### src/rtl/dac_sched_pkg.sv
// Shared constants for the DAC sample scheduler.
// Holds the FSM state encoding (also visible on the state debug port)
// and the default sample width.
package dac_sched_pkg;

  localparam int unsigned STATE_W = 2;

  localparam logic [STATE_W-1:0] ST_IDLE     = 2'd0;
  localparam logic [STATE_W-1:0] ST_PRIME    = 2'd1;
  localparam logic [STATE_W-1:0] ST_RUN      = 2'd2;
  localparam logic [STATE_W-1:0] ST_UNDERRUN = 2'd3;

  localparam int unsigned DEFAULT_DW = 8;

endpackage

### src/rtl/dac_sample_fifo.sv
// Synchronous FIFO for buffering upstream samples ahead of the DAC.
// Ports:
//   clk, rst_n   clock, async active-low reset
//   flush_i      empties the FIFO (wins over push/pop)
//   push_i       write wdata_i (ignored when full)
//   pop_i        advance the read pointer (ignored when empty)
//   wdata_i      write data
//   rdata_o      head-of-FIFO data
//   full_o       FIFO full
//   empty_o      FIFO empty
//   level_o      current occupancy
module dac_sample_fifo #(
  parameter int unsigned DW    = 8,
  parameter int unsigned DEPTH = 8,
  localparam int unsigned AW   = $clog2(DEPTH),
  localparam int unsigned LW   = $clog2(DEPTH + 1)
) (
  input  logic          clk,
  input  logic          rst_n,
  input  logic          flush_i,
  input  logic          push_i,
  input  logic          pop_i,
  input  logic [DW-1:0] wdata_i,
  output logic [DW-1:0] rdata_o,
  output logic          full_o,
  output logic          empty_o,
  output logic [LW-1:0] level_o
);

  logic [DW-1:0] mem_q [DEPTH];
  logic [AW-1:0] wr_ptr_q, rd_ptr_q;
  logic [LW-1:0] count_q;
  logic          push_ok, pop_ok;

  assign full_o  = (count_q == LW'(DEPTH));
  assign empty_o = (count_q == '0);
  assign level_o = count_q;
  assign rdata_o = mem_q[rd_ptr_q];

  assign push_ok = push_i && !full_o && !flush_i;
  assign pop_ok  = pop_i && !empty_o && !flush_i;

  // Storage needs no reset; the pointers define what is valid.
  always_ff @(posedge clk) begin
    if (push_ok) begin
      mem_q[wr_ptr_q] <= wdata_i;
    end
  end

  always_ff @(posedge clk or negedge rst_n) begin
    if (!rst_n) begin
      wr_ptr_q <= '0;
      rd_ptr_q <= '0;
      count_q  <= '0;
    end else if (flush_i) begin
      wr_ptr_q <= '0;
      rd_ptr_q <= '0;
      count_q  <= '0;
    end else begin
      if (push_ok) wr_ptr_q <= wr_ptr_q + AW'(1);
      if (pop_ok)  rd_ptr_q <= rd_ptr_q + AW'(1);
      if (push_ok && !pop_ok) begin
        count_q <= count_q + LW'(1);
      end else if (pop_ok && !push_ok) begin
        count_q <= count_q - LW'(1);
      end
    end
  end

endmodule

### src/rtl/dac_sample_scheduler.sv
// Paces FIR output samples into the DAC output register at a programmable rate.
// Samples are buffered in a FIFO, which must reach PRIME_LVL before playout
// starts or resumes; one sample is issued per rate tick, and a tick that finds
// the FIFO empty raises a sticky underrun flag.
// Optional feature macro: DAC_OFFSET_BINARY_EN (two's complement in,
// offset binary out, mid-scale idle code).
// Ports:
//   clk, rst_n     clock, async active-low reset
//   enable_i       1 = run, 0 = flush FIFO and idle
//   rate_div_i     sample period in clk cycles, minus 1
//   clr_status_i   clears sticky underrun (a same-cycle set wins)
//   s_data_i       upstream sample
//   s_valid_i      upstream sample valid
//   s_ready_o      FIFO can accept a sample (combinational)
//   da_data_o      registered DAC code
//   da_strobe_o    one-cycle pulse coincident with a da_data_o update
//   underrun_o     sticky underrun flag
//   fifo_level_o   FIFO occupancy
//   state_o        FSM state, for debug
module dac_sample_scheduler import dac_sched_pkg::*; #(
  parameter int unsigned DW         = DEFAULT_DW,
  parameter int unsigned DIV_W      = 16,
  parameter int unsigned FIFO_DEPTH = 8,
  parameter int unsigned PRIME_LVL  = 4,
  localparam int unsigned LVL_W     = $clog2(FIFO_DEPTH + 1)
) (
  input  logic               clk,
  input  logic               rst_n,
  input  logic               enable_i,
  input  logic [DIV_W-1:0]   rate_div_i,
  input  logic               clr_status_i,
  input  logic [DW-1:0]      s_data_i,
  input  logic               s_valid_i,
  output logic               s_ready_o,
  output logic [DW-1:0]      da_data_o,
  output logic               da_strobe_o,
  output logic               underrun_o,
  output logic [LVL_W-1:0]   fifo_level_o,
  output logic [STATE_W-1:0] state_o
);

`ifdef DAC_OFFSET_BINARY_EN
  localparam logic [DW-1:0] IDLE_CODE = {1'b1, {(DW-1){1'b0}}};
  function automatic logic [DW-1:0] to_dac(input logic [DW-1:0] s);
    return {~s[DW-1], s[DW-2:0]};
  endfunction
`else
  localparam logic [DW-1:0] IDLE_CODE = '0;
  function automatic logic [DW-1:0] to_dac(input logic [DW-1:0] s);
    return s;
  endfunction
`endif

  logic [STATE_W-1:0] state_q, state_d;
  logic [DIV_W-1:0]   cnt_q, cnt_d;
  logic [DW-1:0]      da_data_q, da_data_d;
  logic               strobe_q, strobe_d;
  logic               underrun_q, underrun_d;

  logic               fifo_full, fifo_empty;
  logic [DW-1:0]      fifo_rdata;
  logic [LVL_W-1:0]   fifo_level;
  logic               run, tick, primed, push, pop, underrun_set;

  assign run          = (state_q == ST_RUN);
  assign tick         = run && (cnt_q == rate_div_i);
  assign primed       = (fifo_level >= LVL_W'(PRIME_LVL));
  assign s_ready_o    = (state_q != ST_IDLE) && !fifo_full;
  assign push         = s_valid_i && s_ready_o;
  // Disable overrides everything: no pop, no strobe, no status set.
  assign pop          = enable_i && tick && !fifo_empty;
  assign underrun_set = enable_i && tick && fifo_empty;

  dac_sample_fifo #(
    .DW    (DW),
    .DEPTH (FIFO_DEPTH)
  ) u_fifo (
    .clk     (clk),
    .rst_n   (rst_n),
    .flush_i (!enable_i),
    .push_i  (push),
    .pop_i   (pop),
    .wdata_i (s_data_i),
    .rdata_o (fifo_rdata),
    .full_o  (fifo_full),
    .empty_o (fifo_empty),
    .level_o (fifo_level)
  );

  always_comb begin
    state_d = state_q;
    if (!enable_i) begin
      state_d = ST_IDLE;
    end else begin
      case (state_q)
        ST_IDLE:     state_d = ST_PRIME;
        ST_PRIME:    if (primed) state_d = ST_RUN;
        ST_RUN:      if (underrun_set) state_d = ST_UNDERRUN;
        ST_UNDERRUN: if (primed) state_d = ST_RUN;
        default:     state_d = ST_IDLE;
      endcase
    end
  end

  // Counter only runs in RUN, so every entry into RUN restarts it at 0.
  assign cnt_d      = (enable_i && run && !tick) ? cnt_q + DIV_W'(1) : '0;
  assign da_data_d  = pop ? to_dac(fifo_rdata) : da_data_q;
  assign strobe_d   = pop;
  assign underrun_d = underrun_set ? 1'b1 : (clr_status_i ? 1'b0 : underrun_q);

  always_ff @(posedge clk or negedge rst_n) begin
    if (!rst_n) begin
      state_q    <= ST_IDLE;
      cnt_q      <= '0;
      da_data_q  <= IDLE_CODE;
      strobe_q   <= 1'b0;
      underrun_q <= 1'b0;
    end else begin
      state_q    <= state_d;
      cnt_q      <= cnt_d;
      da_data_q  <= da_data_d;
      strobe_q   <= strobe_d;
      underrun_q <= underrun_d;
    end
  end

  assign da_data_o    = da_data_q;
  assign da_strobe_o  = strobe_q;
  assign underrun_o   = underrun_q;
  assign fifo_level_o = fifo_level;
  assign state_o      = state_q;

endmodule

### config.mk
export PLATFORM = sky130hd
export DESIGN_NAME = dac_sample_scheduler
export DESIGN_NICKNAME = d
export VERILOG_FILES = /design/src/rtl/dac_sched_pkg.sv /design/src/rtl/dac_sample_fifo.sv /design/src/rtl/dac_sample_scheduler.sv
export SDC_FILE = /design/constraint.sdc
export NUM_CORES = 1
export LEC_CHECK = 0
export BUFFER_PORTS_ARGS = -buffer_cell sky130_fd_sc_hd__buf_2
export CORE_UTILIZATION = 35
export DETAILED_ROUTE_END_ITERATION = 8
export MAX_ROUTING_LAYER = met4
export PLACE_DENSITY_LB_ADDON = 0.25
export SLEW_MARGIN = 20
export SYNTH_ARGS = -nofsm -noshare
export SYNTH_HDL_FRONTEND = slang
export SYNTH_SLANG_ARGS = --single-unit
### constraint.sdc
create_clock -name clk -period 7 [get_ports clk]
set_input_delay 1.4 -clock clk [delete_from_list [all_inputs] [get_ports clk]]
set_output_delay 1.4 -clock clk [all_outputs]
set_load 0.005 [all_outputs]
==> results.ini <==
[grt]
globalRoute.totalOverflow = 0
first_pass_grt_wire_length_microns = 13480
grt_pass1_vias = 2550
grt_max_degree = 39
grt_overall_usage_pct = 14.46
grt_antenna_before_repair = 0

[synth]
post_synth.cell_area_avg_sq_um = 14.32
yosys-top-cells-area = edfxtp_1 (43%), dfrtp_1 (21%), mux4_2 (8.1%)
yosysUniqueCellTypes = 47
synth_ff_type = edfxtp_1
synth-simple-area-share_pct = 11.20
synth_fa_ha_area_share_pct = 1.848
synth-compound-area-share_pct = 3.555
synth_top_family_by_area = simple AND/OR/NAND/NOR gates
synth.cell_area_sq_um = 4469
synth_seq_area_share_pct = 64.28
synth_seq_cells = 102
post_synth_xor_area_fraction_pct = 6.467
synth.net_count = 347
post-synth-top-area-cell = edfxtp_1
post-synth-top-area-fraction_pct = 43.00
synth_enable_flop_cells = 64
synthArstFlopShare_pct = 37.25
yosys_warnings = 0
yosys-mux-area-fraction_pct = 10.75
synthCells = 312

[timing]
worst_slew_margin_rel_pct = 27.69
fin_crit_sh_pct = 49.66
report.final.setup_viol = 0
holdWs_ps = 517.3
final-max-slew-violation-count = 0
skew_ps = 5.513
rsz_0062_raised_after_global_routing = false
period_minus_slack_ps = 3476
timing.final.hold_violations = 0
maxClockFrequency_ghz = 0.2877
tightestPinTransition_ps = 1081
final.setup.tns_ps = 0

[die]
io-pin-count = 46
fp.coreArea_sq_um = 12210
floorplan.die_area_sq_um = 13230
die_h_microns = 115
fp-row-count = 40
die_width_microns = 115
floorplan.initialDensity_pct = 36.60

[critical_path]
rr_endpoint = u_fifo.level_o[3]
cp-startpoint = enable_i
crit_path_end = u_fifo.level_o[1]
cp-end-kind = flop
worstPathMaxFanout = 24
timing.reg2reg.worst_path_depth = 10
critical_path.reg2reg.startpoint = u_fifo.level_o[1]
worst-endpoint-required_ps = 7270
critPathLaunchType = input port
worst_ep_arrival_time_ps = 3750
worst-setup-path-type = input port to flop
rrSetupSlack_ps = 4340

[cells_and_area]
finalNonFillerCells = 536
areaGrowthSynthToFinish_pct = 15.96
diodes = 0
final_area_sq_um = 5182
fin_util_pct = 42.44
layout-drive-gt1-share_pct = 24.73
finish.net_count = 398
multi_input_area_sq_um = 1521
num-fill-cells = 1157
seq_area_sq_um = 2873

[clocking]
worst_skew_pair.late_latency_ps = 340
h-tree-depth = 3
cts_tree = yes
clk_pin_slew_ps = 70
cts_hold_buf = 0
post_cts_resized = 0
cts.path.max_buffers = 2
cts.root.buffer_cell = clkbuf_16
tritoncts.num_buffers = 9
clock_sinks = 102
cts_setup_buffers = 0

[detailed_routing]
drt-wirelength-per-cell_microns = 15.54
vias = 2542
number_of_violations_reported_at_the_end_of_detailed_routing_iteration_0 = 133
drt_wl_total_microns = 8327
route.detailed.vias_per_inst = 4.743
route.antenna.remaining_nets = 0
drt_drc_violations_left = 0
drt_pre_antenna_iters = 4

[power_and_ir_drop]
netSwitchingPower_mw = 0.3525
p_sw_share_pct = 25.89
vdd_ir_drop_max_uv = 121.5
pwr-share-clk_pct = 34.8
seqPwrFrac_pct = 51.4
share_comb_of_total_power_pct = 13.8
p_leak_nw = 1.954
power_per_cell_area_nw_per_um2 = 262.8
intPower_mw = 1.009

[job]
max_cap_viol_count = 0

[placed_design]
dpl.hpwl_microns = 5403
placement.io_buffers = 45
place_inst = 520
gp_congestion = 0.7819
dpl_cell_area_sq_um = 4901

[run_status]
run_status = complete, no violations

[worst_hold_path]
worstHoldPathType = flop to flop

==> synth_stat cells, drive strengths merged, types with 4 or more instances <==
| cell | number |
|---|---|
| inv | 7 |
| mux2i | 12 |
| nand3 | 6 |
| clkbuf | 5 |
| xor2 | 13 |
| nor4 | 4 |
| ha | 5 |
| nor3 | 7 |
| dfrtp | 38 |
| edfxtp | 64 |
| nor2 | 34 |
| and3 | 6 |
| and2 | 6 |
| buf | 6 |
| mux4 | 16 |
| xnor2 | 20 |
| a21oi | 9 |
| nand2 | 23 |
==> registers in the layout (all words and copies together) (netlist names) <==
signal	count
u_fifo.mem_q	64
cnt_q	16
da_data_o	8
u_fifo.level_o	4
u_fifo.rd_ptr_q	3
u_fifo.wr_ptr_q	3
state_o	2
da_strobe_o	1
underrun_o	1
==> worst min-delay path by stage <==
stage / from / end / slack [ps] / cells past startpoint
after floorplan: cnt_q[0] / cnt_q[0] / 480 / 1
after global routing: da_data_o[0] / da_data_o[0] / 550 / 2
after detailed placement: da_data_o[5] / da_data_o[5] / 510 / 2
after CTS: da_data_o[3] / da_data_o[3] / 530 / 2
after global placement: da_data_o[0] / da_data_o[0] / 500 / 2
final: da_data_o[3] / da_data_o[3] / 520 / 2
==> per-layer routing <==
layer,vias up,track usage (%),share of wire (%)
met4,0,5.541,2.0
met1,1261,19.07,47
met2,33,21.61,48
met3,12,3.532,3.4
met5,-,-,0
li1,1236,-,-
==> final cells by class <==
| type | count | area share, % |
|---|---|---|
| clock inverter | 6 | 0.8209 |
| inverter | 7 | 0.5070 |
| timing repair buffer | 51 | 5.215 |
| clock buffer | 10 | 4.611 |
| sequential | 102 | 55.43 |
| tap | 168 | 4.056 |
| multi-input combinational | 192 | 29.36 |
==> placed cells by master (no fill, tap or decap), drive strengths merged <==
master,n
clkinv,3
or3,1
nand2b,2
ha,5
nand2,23
o22ai,2
xor2,13
xnor2,20
or2,3
nor3,7
o21ai,3
nor2b,1
nor4,4
dfrtp,38
o21a,3
nand3b,1
clkbuf,10
inv,10
mux4,16
mux2i,12
a22o,1
and3b,1
a31oi,2
and2,6
a21o,1
buf,51
a22oi,1
nand3,6
fa,1
nor2,34
a21boi,2
nor3b,1
a21oi,9
o41ai,1
nand4,3
edfxtp,64
and2b,1
and3,6
==> through the flow <==
stage	power, mW	worst slack [ps]
floorplan	0.8337	3619
global placement	0.8957	3275
detailed placement	0.9017	3169
CTS	1.379	3543
global route	1.428	3370
finish	1.362	3524
==> logic make-up (layout without fill, tap and decap cells) <==
kind of cell | Yosys count | after routing
buf+inv | 18 | 74
compound gates | 25 | 25
simple gates | 100 | 100
fa+ha+maj | 6 | 6
flops | 102 | 102
mux | 28 | 28
xor+xnor | 33 | 33
==> critical path, cell delays in order <==
cell,delay (ps)
buf_2,330
o41ai_1,190
or3_4,440
o21a_1,220
nand2_1,120
inv_1,70
fa_1,460
nor4_1,340
a31oi_1,70
o21ai_1,90
==> power by group through the flow <==
stage                     clock network, mW  registers, mW  logic (mW)
after floorplan                           0          0.706       0.128
after global placement                    0          0.712       0.184
after detailed placement                  0          0.712       0.190
after CTS                             0.489          0.700       0.190
after global routing                  0.513          0.704       0.212
final                                 0.474          0.700       0.187
Note: power is estimated with default switching activity, not from simulation.
